**config.mk**
```make
export PLATFORM = sky130hd
export DESIGN_NAME = conv_encode
export DESIGN_NICKNAME = d
export VERILOG_FILES = /design/src/rtl/conv_encode.sv
export SDC_FILE = /design/constraint.sdc
export NUM_CORES = 1
export LEC_CHECK = 0
export BUFFER_PORTS_ARGS = -buffer_cell sky130_fd_sc_hd__buf_2
export CORE_AREA = 2 2 90 49
export CTS_BUF_LIST = sky130_fd_sc_hd__clkbuf_4
export DETAILED_ROUTE_END_ITERATION = 6
export DIE_AREA = 0 0 92 51
export PLACE_DENSITY = 0.53
export RECOVER_POWER = 50
export SYNTH_ARGS = -nofsm -noshare
export SYNTH_HDL_FRONTEND = slang
export SYNTH_SLANG_ARGS = --single-unit
```
**constraint.sdc**
```tcl
create_clock -name clk -period 3.01 [get_ports clk]
set_clock_uncertainty 0.15 [all_clocks]
set_input_delay 0.4515 -clock clk [delete_from_list [all_inputs] [get_ports clk]]
set_output_delay 0.4515 -clock clk [all_outputs]
set_load 0.03 [all_outputs]
```
**src/rtl/conv_encode.sv**
```systemverilog
// Rate-1/2, K=3 convolutional encoder (generators 7/5 octal) that frames the
// information bits and closes each frame with two zero tail bits.
module conv_encode #(
    parameter int FRAME_LEN = 8,
    parameter int CNT_W     = 16
) (
    input  logic       clk,
    input  logic       rst,
    input  logic       in_valid,
    input  logic       in_bit,
    output logic       in_ready,
    output logic [1:0] data_out,
    output logic       out_valid,
    output logic       sof,
    output logic       eof
);

    typedef enum logic [1:0] {
        IDLE = 2'd0,
        DATA = 2'd1,
        TAIL = 2'd2
    } state_t;

    localparam logic [CNT_W-1:0] CNT_ONE  = CNT_W'(1);
    localparam logic [CNT_W-1:0] CNT_LAST = CNT_W'(FRAME_LEN);

    state_t           state, state_next;
    logic [1:0]       s, s_next;
    logic [CNT_W-1:0] count, count_next;
    logic             tail_idx, tail_idx_next;
    logic [1:0]       sym_next;
    logic             valid_next, sof_next, eof_next;
    logic             accept;

    // g0 = u^s1^s0 on bit 1, g1 = u^s0 on bit 0
    function automatic logic [1:0] encode(input logic u, input logic [1:0] st);
        return {u ^ st[1] ^ st[0], u ^ st[0]};
    endfunction

    assign in_ready = !rst && (state != TAIL);
    assign accept   = in_valid && in_ready;

    always_comb begin
        state_next    = state;
        s_next        = s;
        count_next    = count;
        tail_idx_next = tail_idx;
        sym_next      = 2'b00;
        valid_next    = 1'b0;
        sof_next      = 1'b0;
        eof_next      = 1'b0;

        case (state)
            IDLE: begin
                if (accept) begin
                    sym_next   = encode(in_bit, s);
                    s_next     = {in_bit, s[1]};
                    valid_next = 1'b1;
                    sof_next   = 1'b1;
                    if (FRAME_LEN == 1) begin
                        state_next    = TAIL;
                        tail_idx_next = 1'b0;
                        count_next    = '0;
                    end else begin
                        state_next = DATA;
                        count_next = CNT_ONE;
                    end
                end
            end

            DATA: begin
                if (accept) begin
                    sym_next   = encode(in_bit, s);
                    s_next     = {in_bit, s[1]};
                    valid_next = 1'b1;
                    count_next = count + CNT_ONE;
                    if (count + CNT_ONE == CNT_LAST) begin
                        state_next    = TAIL;
                        tail_idx_next = 1'b0;
                        count_next    = '0;
                    end
                end
            end

            TAIL: begin
                sym_next   = encode(1'b0, s);
                s_next     = {1'b0, s[1]};
                valid_next = 1'b1;
                if (tail_idx) begin
                    // Shift would already give 00 here; forcing it keeps IDLE clean
                    eof_next      = 1'b1;
                    state_next    = IDLE;
                    s_next        = 2'b00;
                    count_next    = '0;
                    tail_idx_next = 1'b0;
                end else begin
                    tail_idx_next = 1'b1;
                end
            end

            default: begin
                state_next    = IDLE;
                s_next        = 2'b00;
                count_next    = '0;
                tail_idx_next = 1'b0;
            end
        endcase
    end

    always_ff @(posedge clk) begin
        if (rst) begin
            state     <= IDLE;
            s         <= 2'b00;
            count     <= '0;
            tail_idx  <= 1'b0;
            data_out  <= 2'b00;
            out_valid <= 1'b0;
            sof       <= 1'b0;
            eof       <= 1'b0;
        end else begin
            state     <= state_next;
            s         <= s_next;
            count     <= count_next;
            tail_idx  <= tail_idx_next;
            data_out  <= sym_next;
            out_valid <= valid_next;
            sof       <= sof_next;
            eof       <= eof_next;
        end
    end

endmodule

```
# ---- Yosys cells after proc, flatten, opt, wreduce, memory -nomap -nowiden
# Index checks and enable logic that the tools add are counted.
dict set report word_totals {
  ff_bits 26
  inputBits 4
  output_inout_bits 6
  wordCells 56
}
dict set report op_classes {
  addsub 1
  eq_ne 9
  n_mux 22
  n_bitwise 6
  reduce_logical 10
}
# cell count
set op_table {}
lappend op_table {{$mux W16} 4}
lappend op_table {{$pmux W16 S3} 1}
lappend op_table {{$add A16 B1 Y16 const B} 1}
lappend op_table {{$eq A16 B4 Y1 const B} 1}
lappend op_table {{$mux W2} 6}
lappend op_table {{$ne A2 B2 Y1 const B} 5}
lappend op_table {{$pmux W2 S2} 2}
lappend op_table {{$mux W1} 6}
lappend op_table {{$pmux W2 S3} 1}
lappend op_table {{$reduce_and A3 Y1} 2}
lappend op_table {{$reduce_or A2 Y1} 3}
lappend op_table {{$reduce_and A4 Y1} 1}
lappend op_table {{$xor A1 B1 Y1} 4}
lappend op_table {{$pmux W1 S3} 1}
lappend op_table {{$eq A2 B1 Y1 const B} 1}
lappend op_table {{$eq A2 B2 Y1 const B} 1}
lappend op_table {{$logic_and A1 B1 Y1} 2}
lappend op_table {{$logic_not A2 Y1} 1}
lappend op_table {{$ne A2 B1 Y1 const B} 1}
lappend op_table {{$not A1 Y1} 2}
lappend op_table {{$pmux W1 S2} 1}
lappend op_table {{$logic_not A1 Y1} 1}

# ---- Longest topological paths before layout
# Gate-level depths: netlist of run 1.
dict set report depth {
  word_depth 5
  depth_mapped 9
  mapped_depth_nobuf 8
}

# ---- Least setup slack after synthesis of run 1
# Ideal clock, no wire load.
dict set report synth_path {
  kind {register to register}
  startpoint {reg count[3]}
  endpoint {reg tail_idx}
  setup_time_ns 0.131
  arrival_time_ns 1.975
  required_time_ns 2.729
  path_slack_ns 0.754
  path_stages_with_launch 9
  path_buffers 1
  period_less_slack_ns 2.256
  path_cell_list {dfxtp_1 -> buf_2 -> nand4_4 -> nor4_4 -> mux2_4 -> mux2i_2 -> and4bb_4 -> and3_1 -> o32ai_1}
}
dict set report synth_via {
  elab_chain_len 4
}
# element line
set synth_rtl {}
lappend synth_rtl {{start: declaration} 29} ;# logic [CNT_W-1:0] count, count_next;
lappend synth_rtl {{start signal: assignment} 123} ;# count <= count_next;
lappend synth_rtl {{$add A16 B1 Y16} 77} ;# if (count + CNT_ONE == CNT_LAST) begin
lappend synth_rtl {{$eq A16 B4 Y1} 77}
lappend synth_rtl {{$ne A2 B2 Y1 (no line)} -}
lappend synth_rtl {{$reduce_and A3 Y1 (no line)} -}
lappend synth_rtl {{end signal: assignment} 124} ;# tail_idx <= tail_idx_next;
lappend synth_rtl {{end: declaration} 30} ;# logic tail_idx, tail_idx_next;
# Every way passes these cells.
# A chain may end at the register's enable or synchronous reset.

# ---- Final worst setup path of run 1
dict set report layout_path {
  startpoint {reg count[2]}
  endpoint {reg count[4]}
}
dict set report layout_via {
  elab_chain_len 5
}
# element line
set layout_rtl {}
lappend layout_rtl {{$add A16 B1 Y16 *} {76, 77}}
lappend layout_rtl {{$eq A16 B4 Y1} 77}
lappend layout_rtl {{$mux W16 *} 77}
lappend layout_rtl {{$mux W16 *} 72} ;# if (accept) begin
lappend layout_rtl {{$pmux W16 S3 *} 53} ;# case (state)
# Mark *: on every way between the ends. The rest lies on a longest branch, timed or not. The select of a mux whose other input is x is not followed.

==> flow_summary.json, run 1 <==
{
  "share_comb_of_total_power_pct": 10.2,
  "numPortBuffers": 9,
  "timing.setup.critical_path_class": "flop to flop",
  "timing.critical_path.required_ns": 3.09,
  "grt_setup_unrepaired": "false",
  "hpwlAfterDp_um": 2630,
  "grt_pass1_wl_um": 5890,
  "grt_pass1_vias": 1171,
  "timing_worst_slew_pin_value_ns": 1.11,
  "holdPathEnd": "s[1]",
  "synth_area_um2": 1510,
  "synth_warnings": 0,
  "stdcell_count": 248,
  "core_region_area_um2": 4040,
  "worst_skew_pair.late_latency_ns": 0.33,
  "floorplan.initialDensity_pct": 37.3,
  "min_path_cells": 3,
  "route.vias.total": 1366,
  "finalHoldViolations": 0,
  "status": "complete, no violations",
  "period_share_pct": 92.3,
  "place.detailed.instances": 245,
  "die-area_um2": 4690,
  "cap_viol_max_count": 0,
  "intPower_w": 0.000419,
  "fmaxAchievable_mhz": 360,
  "async_flop_share_pct": 0,
  "antenna_cells": 0,
  "leakage_nw": 0.562,
  "timing.final.ws_setup_ns": 0.232,
  "syn2layout_area_growth_pct": 7.05,
  "reg2regPathDepth": 7,
  "cts_max_path_buffers": 2,
  "route.met3.wl_um": 177,
  "critPathMaxFanout": 11,
  "tritoncts.num_buffers": 3,
  "worstReg2RegStart": "count[2]",
  "gr-total-overflow": 0,
  "synth_top_cell_area_share_pct": 34.5,
  "power.share.sequential_pct": 62.7,
  "vdd_ir_drop_max_mv": 0.151,
  "dp_slack_ns": 0.196,
  "worst_r2r_endpoint": "count[4]",
  "post_drt_via_cell_ratio": 5.51,
  "synthDistinctLibCells": 44,
  "route.met2.wl_um": 1320,
  "clock_tree.htree_level_count": 1,
  "dominantRegCellSynth": "sky130_fd_sc_hd__dfxtp_1",
  "chip_width_um": 92,
  "routed_wirelength_um": 3590,
  "clock-sinks": 26,
  "cts_tree": "done",
  "rrSetupSlack_ns": 0.23,
  "power.density_nw_per_um2": 356,
  "post-synth-top-count-cell": "sky130_fd_sc_hd__dfxtp_1",
  "routedWlPerCell_um": 14.5,
  "top_layer": "met4",
  "synth.net_count": 192,
  "setup.worst_path.end_class": "flop",
  "post_route_cells_drive_above_1_share_pct": 9.95,
  "period_minus_slack_ns": 2.78,
  "synth-edff-count": 0,
  "max-slew-margin-rel_pct": 26.1,
  "drt_first_pass_iters": 4,
  "drtIter0Drc": 80,
  "ant_nets": 0,
  "die_height_um": 51,
  "grt_start_max_net_pins": 26,
  "synth_sequential_area_ratio_pct": 34.5,
  "power.share.clock_pct": 27.1,
  "route.layer.met1.wl_um": 2050,
  "fin_setup_tns_ns": 0,
  "count_of_state_elements_after_synthesis": 26,
  "num_rows": 17,
  "netlist.top_cell.by_area": "sky130_fd_sc_hd__dfxtp_1",
  "postSynthAreaPerCell_um2": 8.06,
  "route.detailed.drc": 0,
  "grt.total_usage_pct": 16.1,
  "power.switching_fraction_pct": 27.2,
  "clk_transition_reported_paths_ns": 0.14,
  "synthTopCellsByCount": "sky130_fd_sc_hd__dfxtp_1, sky130_fd_sc_hd__nor2_1, sky130_fd_sc_hd__a21oi_1",
  "initial_antenna_violation_count": 0,
  "synth_cells": 187,
  "critPathLaunchType": "flop",
  "final-setup-viol-count": 0,
  "num_ports": 10,
  "p_switching_w": 0.000156,
  "drv_slew": 0,
  "timing.critical_path.arrival_ns": 2.85,
  "cts-root-buf": "sky130_fd_sc_hd__clkbuf_4",
  "hold_start": "in_bit",
  "hold_path.class": "input pin to flop",
  "yosys-top-cells-area": "sky130_fd_sc_hd__dfxtp_1, sky130_fd_sc_hd__a21oi_1, sky130_fd_sc_hd__nor2_1",
  "gp_routability_congestion": 0.958,
  "fillCellCount": 430,
  "finalNetCount": 198
}
## logic make-up (layout without fill, tap and decap cells)
logic type / after synthesis / in the layout / synth area share [%]
simple gates: 83 / 83 / 33.6
mux: 6 / 6 / 4.56
buf+inv: 19 / 23 / 5.56
xor+xnor: 5 / 5 / 2.91
flops: 26 / 26 / 34.5
fa+ha+maj: 1 / 1 / 0.830
compound gates: 47 / 47 / 18.0
## metal layers
layer | vias to the layer above | track usage, %
met5 | - | 0
met4 | 0 | 5.97
li1 | 695 | -
met1 | 632 | 25.0
met2 | 35 | 21.0
met3 | 4 | 3.54
## power groups by stage
stage / clock [W] / combinational (W) / sequential [W]
2_1_floorplan: 0 / 0.0000401 / 0.000369
3_3_place_gp: 0 / 0.0000607 / 0.000367
3_5_place_dp: 0 / 0.0000609 / 0.000368
4_1_cts: 0.000159 / 0.0000608 / 0.000360
5_1_grt: 0.000173 / 0.0000658 / 0.000361
6_report: 0.000156 / 0.0000586 / 0.000361
## state kept, by name, summed over array words and instances, names as in the netlist
register and count:
eof 1, sof 1, count 16, tail_idx 1, state 2, s 2, out_valid 1, data_out 2
## placed cells by master (no fill, tap or decap), types with 3 or more instances in the layout
cell and count:
sky130_fd_sc_hd__nor2_1 19, sky130_fd_sc_hd__nand2b_1 3, sky130_fd_sc_hd__nand3_1 8, sky130_fd_sc_hd__nor3_1 3, sky130_fd_sc_hd__or4_1 3, sky130_fd_sc_hd__buf_4 3, sky130_fd_sc_hd__o21ai_0 9, sky130_fd_sc_hd__nand4_1 4
sky130_fd_sc_hd__a21oi_1 17, sky130_fd_sc_hd__and4_1 4, sky130_fd_sc_hd__nor4_2 3, sky130_fd_sc_hd__xor2_1 3, sky130_fd_sc_hd__nand2_1 14, sky130_fd_sc_hd__clkbuf_4 3, sky130_fd_sc_hd__a31oi_1 8, sky130_fd_sc_hd__or3_1 3
sky130_fd_sc_hd__nor2b_1 4, sky130_fd_sc_hd__mux2i_1 4, sky130_fd_sc_hd__dfxtp_1 26, sky130_fd_sc_hd__o21ai_1 4, sky130_fd_sc_hd__and3_1 3, sky130_fd_sc_hd__clkbuf_1 8, sky130_fd_sc_hd__buf_2 3, sky130_fd_sc_hd__inv_1 6
## worst max path at each step
stage                     to  depth (start not counted)  startpoint
detailed placement  count[4]                          7    count[2]
finish              count[4]                          7    count[2]
CTS                 count[4]                          7    count[2]
global placement    count[4]                          7    count[8]
floorplan           tail_idx                          8    count[3]
global route        count[4]                          7    count[2]
## what timing repair did
action,4_1_cts,5_1_grt
buffers inserted,0,0
resized for setup,0,1
hold endpoints to repair,0,0
hold buffers,0,0
setup endpoints to repair,0,5
## worst max-delay path: stages (launching register included)
cell and delay, ns:
sky130_fd_sc_hd__dfxtp_1 0.60, sky130_fd_sc_hd__nand4_4 0.22, sky130_fd_sc_hd__nor4_4 0.41, sky130_fd_sc_hd__mux2_4 0.34
sky130_fd_sc_hd__mux2i_2 0.30, sky130_fd_sc_hd__a31oi_2 0.30, sky130_fd_sc_hd__a41oi_1 0.29, sky130_fd_sc_hd__a31oi_1 0.06
## area by class of cell
cell class / count / area (um2) / area share (%)
flip-flops and latches: 26 / 520 / 32.2
inverters: 6 / 22.5 / 1.40
multi-input cells: 142 / 910 / 56.4
well taps: 57 / 71.3 / 4.42
repair buffers: 14 / 67.6 / 4.19
clock buffers: 3 / 22.5 / 1.40
## per-stage QoR
stage / utilization [%] / total power, W / cell area, um2 / hold WS [ns]
floorplan: - / 0.000409 / 1510 / 0.284
global placement: 39.6 / 0.000428 / 1600 / 0.302
detailed placement: 39.6 / 0.000428 / 1600 / 0.305
CTS: 40.2 / 0.000580 / 1620 / 0.276
global route: 39.9 / 0.000600 / 1610 / 0.295
finish: 39.9 / 0.000575 / 1610 / 0.278
Note: power is estimated with default switching activity, not from simulation.
==> inputs of run 2 (changes only) <==
--- a/config.mk
+++ b/config.mk
@@ -5,9 +5,9 @@
 export SDC_FILE = /design/constraint.sdc
 export NUM_CORES = 1
 export LEC_CHECK = 0
+export ABC_CLOCK_PERIOD_IN_PS = 3010
 export BUFFER_PORTS_ARGS = -buffer_cell sky130_fd_sc_hd__buf_2
 export CORE_AREA = 2 2 90 49
-export CTS_BUF_LIST = sky130_fd_sc_hd__clkbuf_4
 export DETAILED_ROUTE_END_ITERATION = 6
 export DIE_AREA = 0 0 92 51
 export PLACE_DENSITY = 0.53
==> run 2 against run 1 <==
Effect of this change:
- sequential share of layout area fell by 0.42 points
- non-clock buffer count did not move
- core utilization up 0.53 points
- sequential power about the same
- critical path depth did not move
- via count grew 0.73%
- clock-buffer cell count is the same
- combinational power rose by 0.7%
- design area rose by 1.3%
- register-to-register slack about the same
- sequential cell count unchanged
- critical path type unchanged
- largest power group unchanged
==> flow_summary.json, run 2 (synthesis gave the netlist of run 1 again) <==
{
  "critPathLaunchType": "flop",
  "numPortBuffers": 9,
  "floorplan.initialDensity_pct": 37.3,
  "period_minus_slack_ns": 2.78,
  "worst_r2r_endpoint": "count[4]",
  "gp_routability_congestion": 0.958,
  "holdPathEnd": "sof",
  "hpwlAfterDp_um": 2630,
  "clk_transition_reported_paths_ns": 0.08,
  "drtIter0Drc": 77,
  "regMostFlops": "count",
  "cap_viol_max_count": 0,
  "globalRouteMet3Util_pct": 3.54,
  "number_of_flip_flops_in_the_largest_register": 16,
  "groute.layer.met2.usage_pct": 21.0,
  "gr-total-overflow": 0,
  "num_rows": 17,
  "chip_width_um": 92,
  "finalNetCount": 198,
  "timing_worst_slew_pin_value_ns": 1.10,
  "setup.worst_path.end_class": "flop",
  "grt.total_usage_pct": 16.1,
  "ant_nets": 0,
  "tritoncts.num_buffers": 3,
  "post_route_cells_drive_above_1_share_pct": 9.95,
  "worst_skew_pair.late_latency_ns": 0.27,
  "max-slew-margin-rel_pct": 26.4,
  "grt_start_max_net_pins": 26,
  "rrSetupSlack_ns": 0.23,
  "route.vias.total": 1376,
  "m1_gr_usage_pct": 25.0,
  "grt_setup_unrepaired": "false",
  "timing.setup.critical_path_class": "flop to flop",
  "drv_slew": 0,
  "grt_pass1_wl_um": 5890,
  "cts-root-buf": "sky130_fd_sc_hd__clkbuf_8",
  "min_path_cells": 1,
  "layout.cells.most_common": "sky130_fd_sc_hd__dfxtp_1",
  "worstReg2RegStart": "count[2]",
  "timing.critical_path.arrival_ns": 2.78,
  "reg2regPathDepth": 7,
  "die_height_um": 51,
  "final-setup-viol-count": 0,
  "die-area_um2": 4690,
  "post-cts-setup-buffers": 0,
  "most-common-layout-cells": "sky130_fd_sc_hd__dfxtp_1, sky130_fd_sc_hd__nor2_1, sky130_fd_sc_hd__a21oi_1",
  "power.density_nw_per_um2": 378,
  "hold_start": "state[0]",
  "critPathMaxFanout": 11,
  "core_region_area_um2": 4040,
  "fmaxAchievable_mhz": 360,
  "finalHoldViolations": 0,
  "hold_path.class": "flop to flop",
  "total_power_w": 0.000618,
  "leakage_nw": 0.571,
  "post_drt_via_cell_ratio": 5.55,
  "grt_pass1_vias": 1171,
  "route.detailed.drc": 0,
  "cts_max_path_buffers": 2,
  "cts_tree": "done",
  "antenna_cells": 0,
  "clock_tree.htree_level_count": 1,
  "num_ports": 10,
  "initial_antenna_violation_count": 0,
  "drt_first_pass_iters": 4,
  "syn2layout_area_growth_pct": 8.46,
  "status": "complete, no violations",
  "timing.critical_path.required_ns": 3.01,
  "clock-sinks": 26,
  "fin_setup_tns_ns": 0,
  "top_usage_layer": "met1",
  "period_share_pct": 92.4,
  "vdd_ir_drop_max_mv": 0.159,
  "routedWlPerCell_um": 14.5,
  "routed_wirelength_um": 3590
}
## run 2: area by class of cell
type                            count  area, um2
Timing Repair Buffer               14       70.1
Sequential cell                    26        520
Multi-Input combinational cell    142        910
Inverter                            6       22.5
Clock buffer                        3       41.3
Tap cell                           57       71.3
Fill cell                         426       2410
## run 2: layer usage
layer	share of wire (%)	wire, um
met1	56	2010
met2	37	1340
met3	5.4	195
met4	1.3	47
met5	0	0
## run 2: how the worst max path moves through the flow
stage	from	to	slack, ns	cells past startpoint
3_3_place_gp	count[8]	count[4]	0.28	7
5_1_grt	rst	count[9]	0.05	8
2_1_floorplan	count[3]	tail_idx	0.75	8
6_report	count[2]	count[4]	0.23	7
4_1_cts	count[2]	count[4]	0.18	7
3_5_place_dp	count[2]	count[4]	0.20	7
## run 2: through the flow
| stage | hold WS (ns) | setup slack [ns] | utilization, % | cell area, um2 | cells |
|---|---|---|---|---|---|
| 2_1_floorplan | 0.284 | 0.754 | - | 1510 | 187 |
| 3_3_place_gp | 0.302 | 0.281 | 39.6 | 1600 | 245 |
| 4_1_cts | 0.324 | 0.177 | 40.6 | 1640 | 248 |
| 3_5_place_dp | 0.305 | 0.196 | 39.6 | 1600 | 245 |
| 6_report | 0.324 | 0.229 | 40.5 | 1640 | 248 |
| 5_1_grt | 0.357 | 0.0517 | 40.5 | 1640 | 248 |
## run 2: repair_timing
item,in CTS,in global routing
hold buffers,0,0
gates resized for setup,0,1
setup endpoints to repair,0,4
## run 2: report_power, final
group          internal [W]  switching, W
Sequential         0.000352    0.00000812
Combinational     0.0000200     0.0000390
Clock             0.0000899      0.000109
## run 2: critical path: stages (launching register included)
cell and delay [ns]:
sky130_fd_sc_hd__dfxtp_1 0.58, sky130_fd_sc_hd__nand4_4 0.23, sky130_fd_sc_hd__nor4_4 0.41, sky130_fd_sc_hd__mux2_4 0.34, sky130_fd_sc_hd__mux2i_2 0.30, sky130_fd_sc_hd__a31oi_2 0.30
sky130_fd_sc_hd__a41oi_1 0.29, sky130_fd_sc_hd__a31oi_1 0.06
==> inputs of run 3 (changes only) <==
--- a/config.mk
+++ b/config.mk
@@ -5,12 +5,12 @@
 export SDC_FILE = /design/constraint.sdc
 export NUM_CORES = 1
 export LEC_CHECK = 0
-export ABC_CLOCK_PERIOD_IN_PS = 3010
+export ABC_CLOCK_PERIOD_IN_PS = 2400
 export BUFFER_PORTS_ARGS = -buffer_cell sky130_fd_sc_hd__buf_2
 export CORE_AREA = 2 2 90 49
 export DETAILED_ROUTE_END_ITERATION = 6
 export DIE_AREA = 0 0 92 51
-export PLACE_DENSITY = 0.53
+export PLACE_DENSITY = 0.55
 export RECOVER_POWER = 50
 export SYNTH_ARGS = -nofsm -noshare
 export SYNTH_HDL_FRONTEND = slang
==> constraint.sdc (replaced) <==
create_clock -name clk -period 2.4 [get_ports clk]
set_clock_uncertainty 0.15 [all_clocks]
set_input_delay 0.36 -clock clk [delete_from_list [all_inputs] [get_ports clk]]
set_output_delay 0.36 -clock clk [all_outputs]
set_load 0.03 [all_outputs]
==> run 3 against run 2 <==
Effect of this change:
- power is 27% higher
- via count increased by 11%
- combinational power rose by 60%
- die area stayed put
- first-iteration DRC count is 43% higher
- global-route usage rose by 2.7 points
- routed wire length grew 23%
- sequential cell count did not move
- register-to-register slack worse by 0.17 ns
- clock power increased by 24%
- critical path depth up 1
- sequential power grew 24%
- largest cell class unchanged
- highest routed layer unchanged
==> flow_summary.json, run 3 (synthesis gave the netlist of run 1 again) <==
{
  "routed_wirelength_um": 4430,
  "whs_ns": 0.260,
  "grt_pass1_vias": 1309,
  "critical-path-max-stage-delay_ns": 0.37,
  "finalNetCount": 225,
  "hpwlAfterDp_um": 3190,
  "critPathLaunchType": "flop",
  "drt_first_pass_iters": 4,
  "most-common-layout-cells": "sky130_fd_sc_hd__buf_4, sky130_fd_sc_hd__nor2_1, sky130_fd_sc_hd__a21oi_1",
  "drtIter0Drc": 110,
  "num_rows": 17,
  "vdd_ir_drop_max_mv": 0.229,
  "syn2layout_area_growth_pct": 31.9,
  "hold_path.class": "input pin to flop",
  "power.share.sequential_pct": 56.8,
  "worst_skew_pair.late_latency_ns": 0.27,
  "floorplan.initialDensity_pct": 37.3,
  "tritoncts.num_buffers": 3,
  "timing.critical_path.arrival_ns": 2.35,
  "route.vias.total": 1533,
  "critPathMaxFanout": 5,
  "post_drt_via_cell_ratio": 5.57,
  "antenna_cells": 0,
  "finalHoldViolations": 0,
  "final-setup-viol-count": 0,
  "intPower_w": 0.000586,
  "gp_routability_congestion": 0.887,
  "regMostFlops": "count",
  "cts_max_path_buffers": 2,
  "post_route_cells_drive_above_1_share_pct": 32.1,
  "clock-sinks": 26,
  "power.switching_fraction_pct": 25.6,
  "dp_slack_ns": -0.0134,
  "period_share_pct": 97.4,
  "die_height_um": 51,
  "clk_transition_reported_paths_ns": 0.09,
  "clock_tree.htree_level_count": 1,
  "grt_pass1_wl_um": 6740,
  "fillCellCount": 404,
  "ant_nets": 0,
  "power.share.clock_pct": 31.2,
  "cap_viol_max_count": 0,
  "final_standard_cell_utilization_of_the_core_pct": 49.2,
  "timing.critical_path.slowest_stage_cell": "sky130_fd_sc_hd__dfxtp_4",
  "cts-root-buf": "sky130_fd_sc_hd__clkbuf_8",
  "grt_setup_unrepaired": "true",
  "grt.total_usage_pct": 18.8,
  "grt_start_max_net_pins": 25,
  "timing_worst_slew_pin_value_ns": 0.529,
  "critPathTopFamily": "simple AND/OR/NAND/NOR gates",
  "period_minus_slack_ns": 2.34,
  "power.density_nw_per_um2": 396,
  "initial_antenna_violation_count": 0,
  "setup.worst_path.end_class": "flop",
  "die-area_um2": 4690,
  "routedWlPerCell_um": 16.1,
  "timing.setup.critical_path_class": "flop to flop",
  "drv_slew": 0,
  "critPathBufInv": 1,
  "num_ports": 10,
  "rrSetupSlack_ns": 0.06,
  "route.detailed.drc": 0,
  "number_of_flip_flops_in_the_largest_register": 16,
  "status": "complete, no violations",
  "path_cells": "nand4_1 > buf_4 > nor4_4 > mux2_4 > mux2i_4 > and4bb_4 > and3_4 > o32ai_1",
  "max-slew-margin-rel_pct": 64.7,
  "numPortBuffers": 9,
  "core_region_area_um2": 4040,
  "cts_tree": "done",
  "chip_width_um": 92,
  "layout.cells.most_common": "sky130_fd_sc_hd__buf_4",
  "timing.final.ws_setup_ns": 0.0612,
  "share_comb_of_total_power_pct": 12.0,
  "timing.critical_path.required_ns": 2.41,
  "leakage_nw": 0.744,
  "p_switching_w": 0.000202,
  "fmaxAchievable_mhz": 428,
  "gr-total-overflow": 0
}
[run 3: tightest hold or removal path, delay by kind of cell]
| kind | cells | cell delay [ns] |
|---|---|---|
| and+or+nand+nor | 2 | 0.19 |
| buffers and inverters | 1 | 0.09 |
[run 3: area by class of cell]
| class | instances | area [um2] | area share (%) |
|---|---|---|---|
| multi-input combinational | 142 | 1010 | 51.0 |
| sequential | 26 | 541 | 27.2 |
| timing repair buffer | 41 | 298 | 15.0 |
| tap | 57 | 71.3 | 3.59 |
| clock buffer | 3 | 41.3 | 2.08 |
| inverter | 6 | 22.5 | 1.13 |
[run 3: final timing paths]
check                           endpoint  cells past startpoint  startpoint
worst min register to register      s[0]                      2        s[0]
worst min-delay path                 sof                      3         rst
worst max-delay path            tail_idx                      8    count[9]
worst max register to register  tail_idx                      8    count[9]
[run 3: metrics by stage]
stage / total power (W) / std cells / setup TNS, ns / area (um2)
6_report: 0.000788 / 275 / 0 / 1990
5_1_grt: 0.000826 / 275 / -0.0199 / 1990
4_1_cts: 0.000789 / 270 / 0 / 1830
3_5_place_dp: 0.000545 / 267 / -0.0134 / 1770
3_3_place_gp: 0.000545 / 267 / 0 / 1770
2_1_floorplan: 0.000513 / 187 / 0 / 1510
[run 3: repair_timing]
item                                   CTS  global route
setup endpoints to repair                2            10
pin swaps                                0             9
cloned                                   0             1
endpoints found under the hold margin    0             0
setup buffers                            0             5
resized for setup                        3            32
hold buffers                             0             0
[run 3: metal layers]
metal  track usage [%]  wire length (um)
met1              29.0              2410
met2              25.0              1740
met3              5.60               249
met4              3.98                34
met5                 0                 0
[run 3: power groups by stage]
| stage | clock (W) | combinational [W] | sequential (W) |
|---|---|---|---|
| 6_report | 0.000246 | 0.0000942 | 0.000448 |
| 3_5_place_dp | 0 | 0.0000858 | 0.000460 |
| 5_1_grt | 0.000272 | 0.000104 | 0.000450 |
| 3_3_place_gp | 0 | 0.0000860 | 0.000459 |
| 2_1_floorplan | 0 | 0.0000502 | 0.000463 |
| 4_1_cts | 0.000251 | 0.0000881 | 0.000450 |
